File: config.mk
export PLATFORM = sky130hd
export DESIGN_NAME = sipo_shift_register
export DESIGN_NICKNAME = d
export VERILOG_FILES = /design/src/rtl/sipo_bit_counter.sv /design/src/rtl/sipo_shift_register.sv
export SDC_FILE = /design/constraint.sdc
export NUM_CORES = 1
export LEC_CHECK = 0
export CAP_MARGIN = 20
export CELL_PAD_IN_SITES_DETAIL_PLACEMENT = 0
export CELL_PAD_IN_SITES_GLOBAL_PLACEMENT = 1
export CORE_AREA = 2 2 39 41
export DETAILED_ROUTE_END_ITERATION = 16
export DIE_AREA = 0 0 41 43
export PLACE_DENSITY = 0.45
export SETUP_SLACK_MARGIN = 0.15
export SLEW_MARGIN = 0
export SYNTH_ARGS = -nofsm -noshare
export SYNTH_HDL_FRONTEND = slang
export SYNTH_SLANG_ARGS = --single-unit
File: constraint.sdc
create_clock -name clk -period 0.8 [get_ports clk]
set_input_delay 0.2 -clock clk [delete_from_list [all_inputs] [get_ports clk]]
set_output_delay 0.2 -clock clk [all_outputs]
set_load 0.01 [all_outputs]
File: src/rtl/sipo_bit_counter.sv
`default_nettype none
// ============================================================================
// Module      : sipo_bit_counter
// Description : Mod-WIDTH bit counter for the SIPO shift register. Counts
//               shifts within the current word and raises a registered
//               terminal-count pulse in the cycle after the last bit of a
//               word has been taken.
// Revision    : 1.0 - initial release
// ============================================================================
module sipo_bit_counter #(
    parameter int WIDTH = 4,
    parameter int CW    = 2
) (
    input  logic          clk,
    input  logic          rst,
    output logic [CW-1:0] cnt,
    output logic          tc
);

    localparam logic [CW-1:0] c_last = CW'(WIDTH - 1);

    logic [CW-1:0] r_cnt;
    logic          r_tc;
    logic          w_at_last;

    // At WIDTH=1 c_last is 0, so the counter never leaves 0 and tc fires every shift.
    assign w_at_last = (r_cnt == c_last);

    // Advance the in-word position and flag the word completed by this shift.
    always_ff @(posedge clk or negedge rst) begin
        if (!rst) begin
            r_cnt <= '0;
            r_tc  <= 1'b0;
        end else begin
            r_tc  <= w_at_last;
            r_cnt <= w_at_last ? '0 : r_cnt + CW'(1);
        end
    end

    assign cnt = r_cnt;
    assign tc  = r_tc;

endmodule
`default_nettype wire

File: src/rtl/sipo_shift_register.sv
`default_nettype none
// ============================================================================
// Module      : sipo_shift_register
// Description : Serial-in, parallel-out shift register. Takes one bit per
//               clock, presents the last WIDTH bits on pout and pulses pvalid
//               once per completed WIDTH-bit word.
// Revision    : 1.0 - initial release
// ============================================================================
module sipo_shift_register #(
    parameter int WIDTH     = 4,
    parameter bit MSB_FIRST = 1'b1,
    localparam int CW       = (WIDTH > 1) ? $clog2(WIDTH) : 1
) (
    input  logic             clk,
    input  logic             rst,
    input  logic             sin,
    output logic [WIDTH-1:0] pout,
    output logic             pvalid,
    output logic [CW-1:0]    bit_cnt
);

    logic [WIDTH-1:0] r_pout;
    logic [WIDTH-1:0] w_pout_next;

    // Next-word shaping; the slices only exist when WIDTH > 1.
    generate
        if (WIDTH == 1) begin : g_w1
            assign w_pout_next = sin;
        end else if (MSB_FIRST) begin : g_msb_first
            assign w_pout_next = {r_pout[WIDTH-2:0], sin};
        end else begin : g_lsb_first
            assign w_pout_next = {sin, r_pout[WIDTH-1:1]};
        end
    endgenerate

    // Shift one serial bit into the word on every clock out of reset.
    always_ff @(posedge clk or negedge rst) begin
        if (!rst) begin
            r_pout <= '0;
        end else begin
            r_pout <= w_pout_next;
        end
    end

    sipo_bit_counter #(
        .WIDTH (WIDTH),
        .CW    (CW)
    ) u_bit_counter (
        .clk (clk),
        .rst (rst),
        .cnt (bit_cnt),
        .tc  (pvalid)
    );

    assign pout = r_pout;

endmodule
`default_nettype wire

# Yosys cells after proc, flatten, opt, wreduce, memory -nomap -nowiden
# Index checks and enable logic that the tools add are counted.
# W data, S select, Z words.
[word_totals] register_bits=7 inputBits=3
[op_classes] eq_ne=1 add_sub_neg=1 n_mux=1
[ops] operator="$add A2 B1 Y2 const B" count=1
[ops] operator="$eq A2 B2 Y1 const B" count=1
[ops] operator="$mux W2" count=1

# Longest topological paths before layout
[logic_depth] depth_word=2 mapped_depth=2 mapped_depth_nobuf=2

# Cells and area by module
# Synthesis repeated with hierarchy kept, for this count alone.
[unflattened] cells_unflattened=9 area_unflattened_um2=191.4
[modules_own_cells] module="sipo_shift_register" seq_area_each_um2=100.1 cells_each=4 instances=1 area_per_inst_um2=100.1
[modules_own_cells] module="sipo_bit_counter" seq_area_each_um2=75.1 cells_each=5 instances=1 area_per_inst_um2=91.3

# Least setup slack after synthesis
# No wires, ideal clock.
[synth_timing] kind="flip-flop to flip-flop" from="reg u_bit_counter.r_cnt[0], in the netlist u_bit_counter.cnt[0]" to="reg u_bit_counter.r_cnt[1], in the netlist u_bit_counter.cnt[1]" required_time_ns=0.674 slack_ns=-0.018 n_path_buf=0 arrival_time_ns=0.692 stages_incl_launch_ff=2 path_cell_list="dfrtp_1 > ha_1"
[synth_via] elab_chain_len=2 elab_cells_between_ends=3 classes_between="add/sub (1); eq/ne (1); mux (1)"
[synth_rtl] element="start, declared" line="sipo_bit_counter.sv:22" text="logic [CW-1:0] r_cnt;"
[synth_rtl] element="start signal, assigned" line="sipo_bit_counter.sv:36" text="r_cnt <= w_at_last ? '0 : r_cnt + CW'(1);"
[synth_rtl] element="$add A2 B1 Y2 / $eq A2 B2 Y1 (equally long branches)" line="sipo_bit_counter.sv:36, sipo_bit_counter.sv:27"
[synth_rtl] element="$mux W2 (*)" line="sipo_bit_counter.sv:36"
# Mark *: on every way between the ends. The rest lies on a longest branch, timed or not.

# Worst setup path in the final report
[layout_timing] from="reg u_bit_counter.r_cnt[0], in the netlist u_bit_counter.cnt[0]" to="out bit_cnt[0]"
[layout_rtl] element="end, declared" line="sipo_shift_register.sv:19" text="output logic [CW-1:0] bit_cnt"
# No word-level cell between the ends.

==> metrics <==
result of the run finished with violations; violated checks setup timing; placed standard-cell area 319 um^2; Power per Cell Area 2040 mW/mm^2; ratio of cells with drive above 1 in the final layout 63.0%; total setup violations reported at the end of the flow 10; gr usage total 7.21%; clock root buffer clkbuf_4; total negative setup slack -1.45 ns; portion of the post-synthesis area used by sequential elements 91.5%; synthesized area per cell 21.3 um^2; worst slew pin tran 0.296 ns; f_max 1.02 GHz; number of buffer and inverter instances along the worst setup path 1; routed wire length 440 um; number of global-route vias before repair 151; overflow left after global routing 0; final hold violation count 0; clock tree sinks 7; mean routed wirelength per cell 10.2 um; post-synthesis net count 13; number of instances in the placed design 36; number of H-tree levels 1; largest net degree at the start of global routing 8; fin. max-slew vios 0; net count of the finished layout 32; insertion delay of the later-clocked pin in the worst-skew pair 0.25 ns; area added between synthesis and finish 86.3%; number of placement rows 14; nature of the critical path startpoint flip-flop; maximum buffer depth of the clock tree 2; drc violations 0; share of the core filled with cells 25.8%; remaining number of nets flagged by the antenna check after routing 0; final instance area 357 um^2; top post-synthesis cells by area dfrtp_1 (92%), ha_1 (6.5%), nor2_1 (2.0%); Synth Instances 9; DR vias 143; post-route clock skew 0.00395 ns; Worst VDD drop 1.00 mV; DP Worst Slack -0.270 ns; final cycle utilization of the critical path 123%; Boundary Pins 10; largest driver fanout on the critical path 2; CP arrival 0.78 ns; number of port buffers 9; initial core utilization 13.8%; ordered cell list for the critical path buf_2; number of warnings printed during yosys synthesis 0; cell type group with the largest total delay on the critical path flip-flops; Yosys cell types 3; die width 41 um; cell type contributing the most total cell area after synthesis dfrtp_1; hold slack 0.194 ns; final period demand of the worst path 0.980 ns; gp weighted congestion 0.612; Static Leak 0.173 nW; clk slew on worst S/H paths 0.05 ns; number of design-rule violations left by the first detailed-router iteration 2; unrepaired setup endpoints after global routing yes; die outline area 0.00176 mm^2; PnR Total Power 727 uW; Netlist Area Pre-Place 191 um^2; Setup crit end kind output port; Pre-antenna DRT Iters 2; delay of the slowest cell on the worst path 0.38 ns; max-capacitance violation count 0; post-detailed-route via-to-cell ratio 3.33; class of the most critical hold timing path input port to async pin; vertical die dimension 43 um; FF+latch count, synth 7; global-route wire length before repair 710 um; Ant. Diodes 0; data required time of the worst path 0.60 ns; post-route insts no fill 43; TritonCTS clock tree built; post-cts hold buffer count 0; area fraction of the dominant cell type after synthesis 91.5%; cell at the slowest stage of the critical path dfrtp_1; number of buffers created by CTS 3; register-to-register setup slack -0.14 ns; placeable core area 0.00138 mm^2; Worst Path Class, Setup flip-flop to output port; number of antenna violations at the first check in global routing 0; top library cells by usage in the layout, fill and taps aside buf_2 (7), dfrtp_1 (7), clkbuf_4 (3), buf_6 (3); worst slew margin relative to its limit 80.2%; worst path setup slack after routing -0.180 ns
[report_power, final]
part | total (mW) | switching (mW) | internal (mW)
registers | 0.369 | 0.00386 | 0.365
logic | 0.0350 | 0.0166 | 0.0184
clock network | 0.323 | 0.133 | 0.191
total | 0.727 | 0.153 | 0.574
[synthesized netlist by cell type]
cell type  count
nor2_1         1
dfrtp_1        7
ha_1           1
[cell families (layout without fill, tap and decap cells)]
family | after synthesis | after routing | synth area share (%)
DFF | 7 | 7 | 91.5
and+or+nand+nor | 1 | 1 | 1.96
adders and majority gates | 1 | 1 | 6.53
buffers and inverters | 0 | 18 | 0
[routing by layer]
metal	part of all wire [%]	wire length [um]	GRT usage [%]	up-vias
li1	-	-	-	64
met1	35	155	6.67	65
met2	41	180	7.81	12
met3	21	93	10.5	2
met4	2.3	10	4.00	0
met5	0	0	0	-
[worst paths after layout]
check                                      from                   end  cells past startpoint
hold reg to reg                         pout[1]               pout[2]                      0
setup reg to reg           u_bit_counter.cnt[0]  u_bit_counter.cnt[1]                      3
max in group asynchronous                   rst  u_bit_counter.cnt[1]                      1
setup / recovery           u_bit_counter.cnt[0]            bit_cnt[0]                      1
hold / removal                              rst               pout[3]                      1
min in group clk                        pout[1]               pout[2]                      0
[flip-flops by register name (all words and copies together) (netlist names)]
| name | cells |
|---|---|
| pout | 4 |
| u_bit_counter.cnt | 2 |
| u_bit_counter.tc | 1 |
[what timing repair did]
action                     in CTS  in global routing
gates cloned                    0                  0
setup buffers                   2                  1
setup endpoints to repair      10                 10
gates resized for setup        32                  1
[cell type report]
| type | instances | area (um^2) |
|---|---|---|
| sequential | 7 | 175 |
| timing repair buffer | 14 | 104 |
| tap | 16 | 20.0 |
| clock buffer | 4 | 26.3 |
| fill | 149 | 1030 |
| multi-input combinational | 2 | 31.3 |
Power figures use the tool's default switching activity.
